**config.mk**
```make
export PLATFORM = sky130hd
export DESIGN_NAME = seq_cmp
export DESIGN_NICKNAME = d
export VERILOG_FILES = /design/src/rtl/seq_cmp_pkg.sv /design/src/rtl/seq_cmp_chunk.sv /design/src/rtl/seq_cmp.sv
export SDC_FILE = /design/constraint.sdc
export NUM_CORES = 1
export LEC_CHECK = 0
export CORE_MARGIN = 4
export CORE_UTILIZATION = 46
export DETAILED_ROUTE_END_ITERATION = 12
export PLACE_DENSITY_LB_ADDON = 0.1
export SYNTH_ARGS = -nofsm -noshare
export SYNTH_HDL_FRONTEND = slang
export SYNTH_SLANG_ARGS = --single-unit
export TNS_END_PERCENT = 50
```
**constraint.sdc**
```tcl
create_clock -name clk -period 2.15 [get_ports clk]
set_input_delay 0.645 -clock clk [delete_from_list [all_inputs] [get_ports clk]]
set_output_delay 0.645 -clock clk [all_outputs]
set_load 0.005 [all_outputs]
```
**src/rtl/seq_cmp_pkg.sv**
```systemverilog
// Shared constants for the chunked sequential comparator.
package seq_cmp_pkg;

  localparam logic [0:0] ST_IDLE = 1'b0;
  localparam logic [0:0] ST_RUN  = 1'b1;

  // One-hot result encoding, bit order {lt, gt, eq}
  localparam logic [2:0] RES_EQ = 3'b001;
  localparam logic [2:0] RES_GT = 3'b010;
  localparam logic [2:0] RES_LT = 3'b100;

  function automatic int unsigned idx_width(int unsigned n);
    return (n > 1) ? $clog2(n) : 1;
  endfunction

endpackage

```
**src/rtl/seq_cmp_chunk.sv**
```systemverilog
// Combinational CHUNK-bit compare; msb_signed orders the chunk as two's complement.
module cmp_chunk #(
  parameter int unsigned CHUNK = 4
) (
  input  logic [CHUNK-1:0] x,
  input  logic [CHUNK-1:0] y,
  input  logic             msb_signed,
  output logic             eq,
  output logic             gt
);

  logic [CHUNK-1:0] flip;
  logic [CHUNK-1:0] xs;
  logic [CHUNK-1:0] ys;

  // Flipping the sign bit of both sides turns a signed compare into an unsigned one
  assign flip = msb_signed ? (CHUNK'(1) << (CHUNK - 1)) : '0;
  assign xs   = x ^ flip;
  assign ys   = y ^ flip;
  assign eq   = (x == y);
  assign gt   = (xs > ys);

endmodule

```
**src/rtl/seq_cmp.sv**
```systemverilog
// Multi-cycle magnitude/equality comparator, MSB chunk first with early exit.
// Optional two's-complement ordering enabled by SEQ_CMP_SIGNED_EN.
module seq_cmp
  import seq_cmp_pkg::*;
#(
  parameter int unsigned WIDTH = 16,
  parameter int unsigned CHUNK = 4
) (
  input  logic             clk,
  input  logic             reset_n,
  input  logic             start,
`ifdef SEQ_CMP_SIGNED_EN
  input  logic             signed_mode,
`endif
  input  logic [WIDTH-1:0] a,
  input  logic [WIDTH-1:0] b,
  output logic             ready,
  output logic             done,
  output logic             aeqb,
  output logic             agtb,
  output logic             altb
);

  localparam int unsigned NCHUNK = WIDTH / CHUNK;
  localparam int unsigned IDXW   = idx_width(NCHUNK);
  localparam logic [IDXW-1:0] IDX_TOP = IDXW'(NCHUNK - 1);

  logic [0:0]       state_q, state_d;
  logic [IDXW-1:0]  idx_q, idx_d;
  logic [WIDTH-1:0] a_q, a_d;
  logic [WIDTH-1:0] b_q, b_d;
  logic             sgn_q, sgn_d;
  logic             ready_q, ready_d;
  logic             done_q, done_d;
  logic [2:0]       res_q, res_d;

  logic [CHUNK-1:0] chunk_a;
  logic [CHUNK-1:0] chunk_b;
  logic             msb_signed;
  logic             c_eq;
  logic             c_gt;
  logic             sgn_in;

`ifdef SEQ_CMP_SIGNED_EN
  assign sgn_in = signed_mode;
`else
  assign sgn_in = 1'b0;
`endif

  // Select the chunk under test from the captured operands
  always_comb begin
    int unsigned base;
    base    = 32'(idx_q) * CHUNK;
    chunk_a = a_q[base +: CHUNK];
    chunk_b = b_q[base +: CHUNK];
  end

  assign msb_signed = sgn_q && (idx_q == IDX_TOP);

  cmp_chunk #(
    .CHUNK (CHUNK)
  ) u_cmp (
    .x          (chunk_a),
    .y          (chunk_b),
    .msb_signed (msb_signed),
    .eq         (c_eq),
    .gt         (c_gt)
  );

  // Next-state and output decode
  always_comb begin
    state_d = state_q;
    idx_d   = idx_q;
    a_d     = a_q;
    b_d     = b_q;
    sgn_d   = sgn_q;
    ready_d = ready_q;
    done_d  = 1'b0;
    res_d   = res_q;
    case (state_q)
      ST_IDLE: begin
        if (start && ready_q) begin
          state_d = ST_RUN;
          a_d     = a;
          b_d     = b;
          sgn_d   = sgn_in;
          idx_d   = IDX_TOP;
          res_d   = '0;
          ready_d = 1'b0;
        end
      end
      ST_RUN: begin
        if (!c_eq) begin
          res_d   = c_gt ? RES_GT : RES_LT;
          done_d  = 1'b1;
          ready_d = 1'b1;
          state_d = ST_IDLE;
        end else if (idx_q == '0) begin
          res_d   = RES_EQ;
          done_d  = 1'b1;
          ready_d = 1'b1;
          state_d = ST_IDLE;
        end else begin
          idx_d = idx_q - IDXW'(1);
        end
      end
      default: begin
        state_d = ST_IDLE;
        ready_d = 1'b1;
      end
    endcase
  end

  always_ff @(posedge clk or negedge reset_n) begin
    if (!reset_n) begin
      state_q <= ST_IDLE;
      idx_q   <= IDX_TOP;
      a_q     <= '0;
      b_q     <= '0;
      sgn_q   <= 1'b0;
      ready_q <= 1'b1;
      done_q  <= 1'b0;
      res_q   <= '0;
    end else begin
      state_q <= state_d;
      idx_q   <= idx_d;
      a_q     <= a_d;
      b_q     <= b_d;
      sgn_q   <= sgn_d;
      ready_q <= ready_d;
      done_q  <= done_d;
      res_q   <= res_d;
    end
  end

  assign ready = ready_q;
  assign done  = done_q;
  assign aeqb  = res_q[0];
  assign agtb  = res_q[1];
  assign altb  = res_q[2];

endmodule

```
# Yosys cells after proc, flatten, opt, wreduce, memory -nomap -nowiden
# Cells that the tools add are included.
dict set report op_classes {
  addsub 1
  mul 0
  div_mod_pow 0
  n_lt_le_gt_ge 1
  eq_ne 5
  n_shift 2
  n_mux 20
  n_bitwise 1
  reduce_logical 5
}
# op count
set ops {}
lappend ops {{16-bit by 5-bit indexed part select with 4-bit output} 2}
lappend ops {{3-bit two-way mux} 4}
lappend ops {{1-bit two-way mux} 9}
lappend ops {{2-bit two-way mux} 3}
lappend ops {{3-bit one-hot mux with 2 select lines} 1}
lappend ops {{4-bit == test} 1}
lappend ops {{4-bit > comparator} 1}
lappend ops {{2-bit != test (second input constant)} 2}
lappend ops {{1-bit one-hot mux with 2 select lines} 2}
lappend ops {{2-bit one-hot mux with 2 select lines} 1}
lappend ops {{2-bit AND reduction} 2}
lappend ops {{3-bit by 2-bit != test with 1-bit output (second input constant)} 1}
lappend ops {{3-bit AND reduction} 1}
lappend ops {{2-bit zero test} 1}
lappend ops {{2-bit by 1-bit != test with 1-bit output (second input constant)} 1}
lappend ops {{2-bit by 1-bit subtractor with 2-bit output (second input constant)} 1}
lappend ops {{1-bit logical AND} 1}
lappend ops {{1-bit inverter} 1}
dict set report totals {
  ff_bits 40
  latch_bits 0
  mem_bits_rw 0
  rom_bits 0
  input_bits 35
  output_inout_bits 5
  elab_cells 42
  memories 0
}

# Depth between registers and ports, before layout
dict set report depth {
  ltp_word 5
  ltp_mapped 8
  ltp_nobuf 7
}

# Modules after synthesis
# From an unflattened synthesis, not the netlist that was laid out.
dict set report unflattened {
  hier_cells 194
  area_unflattened_um2 1915.6
}
# mod instances cells_per_inst area_per_inst_um2 seq_area_each_um2
set by_module_without_submodules {}
lappend by_module_without_submodules {seq_cmp 1 178 1783.0 1004.7}
lappend by_module_without_submodules {cmp_chunk 1 16 132.6 0.0}

# Least setup slack after synthesis
# OpenSTA, ideal clock, no wires.
dict set report synth_timing {
  path_kind {flip-flop to flip-flop}
  startpoint {register idx_q[0]}
  endpoint {register idx_q[0]}
  setup_time_ns 0.082
  arrival_time_ns 2.263
  required_ns 2.068
  setup_slack_ns -0.196
  stages_incl_launch_ff 8
  path_buffers 1
  period_less_slack_ns 2.346
  cell_sequence {dfstp_2 buf_2 mux4_2 ha_1 nand4_1 nor2_1 nand2_1 mux2_4}
}
dict set report synth_between {
  elab_chain_len 4
  elab_cells_between_ends 11
}
# element line
set synth_lines {}
lappend synth_lines {{start, declared} seq_cmp.sv:29} ;# logic [IDXW-1:0] idx_q, idx_d;
lappend synth_lines {{start signal, assigned} seq_cmp.sv:126} ;# idx_q <= idx_d;
lappend synth_lines {{16-bit by 5-bit indexed part select with 4-bit output (tied with other cells)} seq_cmp.sv:54} ;# chunk_a = a_q[base +: CHUNK];
lappend synth_lines {{4-bit == test or 2-bit two-way mux (tied branches)} {seq_cmp_chunk.sv:20, seq_cmp.sv:98}}
lappend synth_lines {{2-bit by 1-bit != test with 1-bit output (no line) or 2-bit two-way mux (tied branches)} n/a}
lappend synth_lines {{3-bit AND reduction (no line) or 2-bit one-hot mux with 2 select lines (tied branches)} n/a}
# Parallel ways exist; a longest one is shown, timed or not. The select of a mux whose other input is x is not followed.
# A chain may end at the register's enable or synchronous reset.

# Final worst setup path
# Ends and elaborated chain as after synthesis.

==> flow_summary.json <==
{
  "cts_tree": "done",
  "grt_max_degree": 41,
  "worst_setup_path_end_kind": "register",
  "drive_gt1_frac": 0.445,
  "busiest_layer": "met2",
  "slew_viol_final": 0,
  "antenna_left": 0,
  "violations": "setup timing",
  "syn_avg_cell_area_um2": 16.0,
  "synth.distinct_cells": 24,
  "min_period_ps": 2370,
  "ys_ff_latch": 40,
  "finalSetupViolCount": 8,
  "yosysTopAreaCell": "dfrtp_1",
  "route.vias.total": 1130,
  "antenna_found_initial": 0,
  "holdCritPathClass": "input pin to asynchronous set/reset pin",
  "ff_latch_area_mm2": 0.00100,
  "initial_utilization": 0.484,
  "gp_congestion": 0.714,
  "netlist_instances": 123,
  "use_met3": 0.0629,
  "worstSetupEndpoint": "idx_q[0]",
  "rows": 23,
  "fin_nets": 212,
  "netlist_area_mm2": 0.00196,
  "synth_sequential_area_ratio": 0.511,
  "avgViaCountPerCell": 5.07,
  "clkTransAtPathRegs_ps": 80,
  "r2r_cells": 7,
  "clock_tree.root_cell": "clkbuf_8",
  "synth_area_leaders": "dfrtp_1, mux2_4, mux4_2",
  "synth_top_area_frac": 0.471,
  "area.growth.synth_to_final_pct": 34.1,
  "critPathKind": "register to register",
  "critPathArrivalTime_ps": 2590,
  "die_area_mm2": 0.00538,
  "cp-startpoint": "idx_q[0]",
  "use_met1": 0.182,
  "crit_required_ps": 2370,
  "drc": 0,
  "die-width_um": 73.4,
  "rsz0062_at_grt": "true",
  "coreArea_mm2": 0.00406,
  "r2r-start": "idx_q[0]",
  "outcome": "complete, but fails checks",
  "antenna_cells": 0,
  "die_y_um": 73.4,
  "total_leakage_power_nw": 1.25,
  "syn_nets": 163,
  "wire_per_inst_um": 15.8,
  "hold_viol": 0,
  "max-slew-margin-rel": 0.811,
  "dp_hpwl_um": 2600,
  "ir_worst_vdd_v": 0.000728,
  "nFillCells": 309,
  "worstSkewPairLatency_ps": 290,
  "fin_skew_ps": 8.01,
  "cp-start-kind": "register",
  "reg2reg_slack_ps": -220,
  "grt_overflow": 0,
  "htree_levels": 2,
  "numCtsBuffers": 5,
  "finalCritPeriodShare": 1.10,
  "grt_pass1_wl_um": 6200,
  "wirelength_um": 3530,
  "r2r_end": "idx_q[0]",
  "critPathMaxFanout": 7,
  "finalCoreUtilization": 0.649,
  "clock_sinks": 40,
  "p_per_area_mw_per_mm2": 1460,
  "fin_ws_ps": -216,
  "multi_input_area_um2": 938,
  "clk_path_buf_depth": 2,
  "place_ws_ps": -172,
  "worstMarginPinSlew_ps": 283,
  "pin_count": 40,
  "drt_iter0_markers": 51,
  "grt_use_met2": 0.259,
  "drv_cap": 0,
  "grt_use_total": 0.153,
  "first_global_vias": 1323,
  "firstDrtPassIters": 4,
  "max_freq_mhz": 423,
  "synthesis.yosys.warnings": 0,
  "port_buffers": 39
}
-- critical path, stage by stage, from the launching register on --
cell,delay (ps)
dfstp_2,570
buf_12,130
mux4_2,530
ha_4,290
nand4_1,190
nor2_2,190
nand2_2,90
mux2_4,310
-- registers in the layout, indices dropped and copies added, names as in the netlist --
register	cells
b_q	16
done	1
a_q	16
idx_q	2
res_q	3
state_q	1
ready	1
-- kinds of logic after synthesis --
| logic type | after synthesis | share of synthesized area |
|---|---|---|
| flops | 40 | 0.511 |
| simple gates | 14 | 0.0414 |
| mux | 42 | 0.338 |
| buf+inv | 14 | 0.0516 |
| compound gates | 8 | 0.0261 |
| fa+ha+maj | 5 | 0.0318 |
-- per-layer routing --
metal	vias up	share of wire
met5	-	0
met3	5	0.053
li1	533	-
met2	29	0.51
met1	563	0.43
met4	0	0.011
-- cells in the mapped netlist --
| cell type | number |
|---|---|
| nand4_1 | 1 |
| nor2_1 | 1 |
| buf_6 | 2 |
| o21ai_0 | 2 |
| nand2_1 | 7 |
| mux2_4 | 27 |
| a2bb2o_1 | 1 |
| clkbuf_1 | 1 |
| nor2b_1 | 1 |
| buf_2 | 1 |
| mux4_2 | 8 |
| o31ai_1 | 1 |
| and3_1 | 1 |
| a22o_1 | 1 |
| nand3b_4 | 1 |
| ha_1 | 5 |
| dfstp_2 | 3 |
| a21oi_1 | 3 |
| buf_12 | 2 |
| inv_1 | 8 |
| mux2i_1 | 1 |
| mux2_2 | 6 |
| dfrtp_1 | 37 |
| and2_1 | 2 |
-- worst min-delay path by stage --
stage | to | start | slack, ps
after CTS | a_q[14] | reset_n | 310
after floorplan | a_q[0] | reset_n | 350
after global placement | res_q[2] | res_q[2] | 480
after detailed placement | res_q[1] | res_q[1] | 490
final | a_q[4] | reset_n | 310
after global routing | a_q[5] | reset_n | 320
-- layout make-up --
class | instances | share of cell area
inverter | 8 | 0.0114
sequential | 40 | 0.381
clock inverter | 2 | 0.00570
tap | 50 | 0.0237
timing repair buffer | 48 | 0.190
clock buffer | 6 | 0.0313
multi-input combinational | 69 | 0.356
-- stage by stage --
stage	instances	area [um^2]	setup TNS [ps]	hold WS, ps	power, W
6_report	223	2640	-1070	308	0.00384
5_1_grt	223	2640	-1760	324	0.00411
4_1_cts	223	2610	-1190	310	0.00385
3_5_place_dp	214	2450	-682	491	0.00304
3_3_place_gp	214	2450	-462	480	0.00297
2_1_floorplan	123	1980	-136	349	0.00259
-- timing repair --
item | 4_1_cts | 5_1_grt
buffers inserted | 1 | 0
pin swaps | 2 | 8
resized for setup | 10 | 9
hold buffers | 0 | 0
endpoints found under the setup margin | 8 | 8
-- cell usage in the layout, fill, tap and decap left out, types with 4 or more instances in the layout --
master and instances:
clkbuf_8 6, clkdlybuf4s50_1 38, dfrtp_1 37, ha_4 4, inv_1 5, mux2_2 6, mux2_4 27, mux4_2 8
nand2_1 5
-- where the power goes --
group,switching [W],internal (W)
Sequential,0.000246,0.00113
Clock,0.000264,0.000260
Combinational,0.000659,0.00128
Total,0.00117,0.00267
No activity file was read; power rests on OpenSTA's default activity.
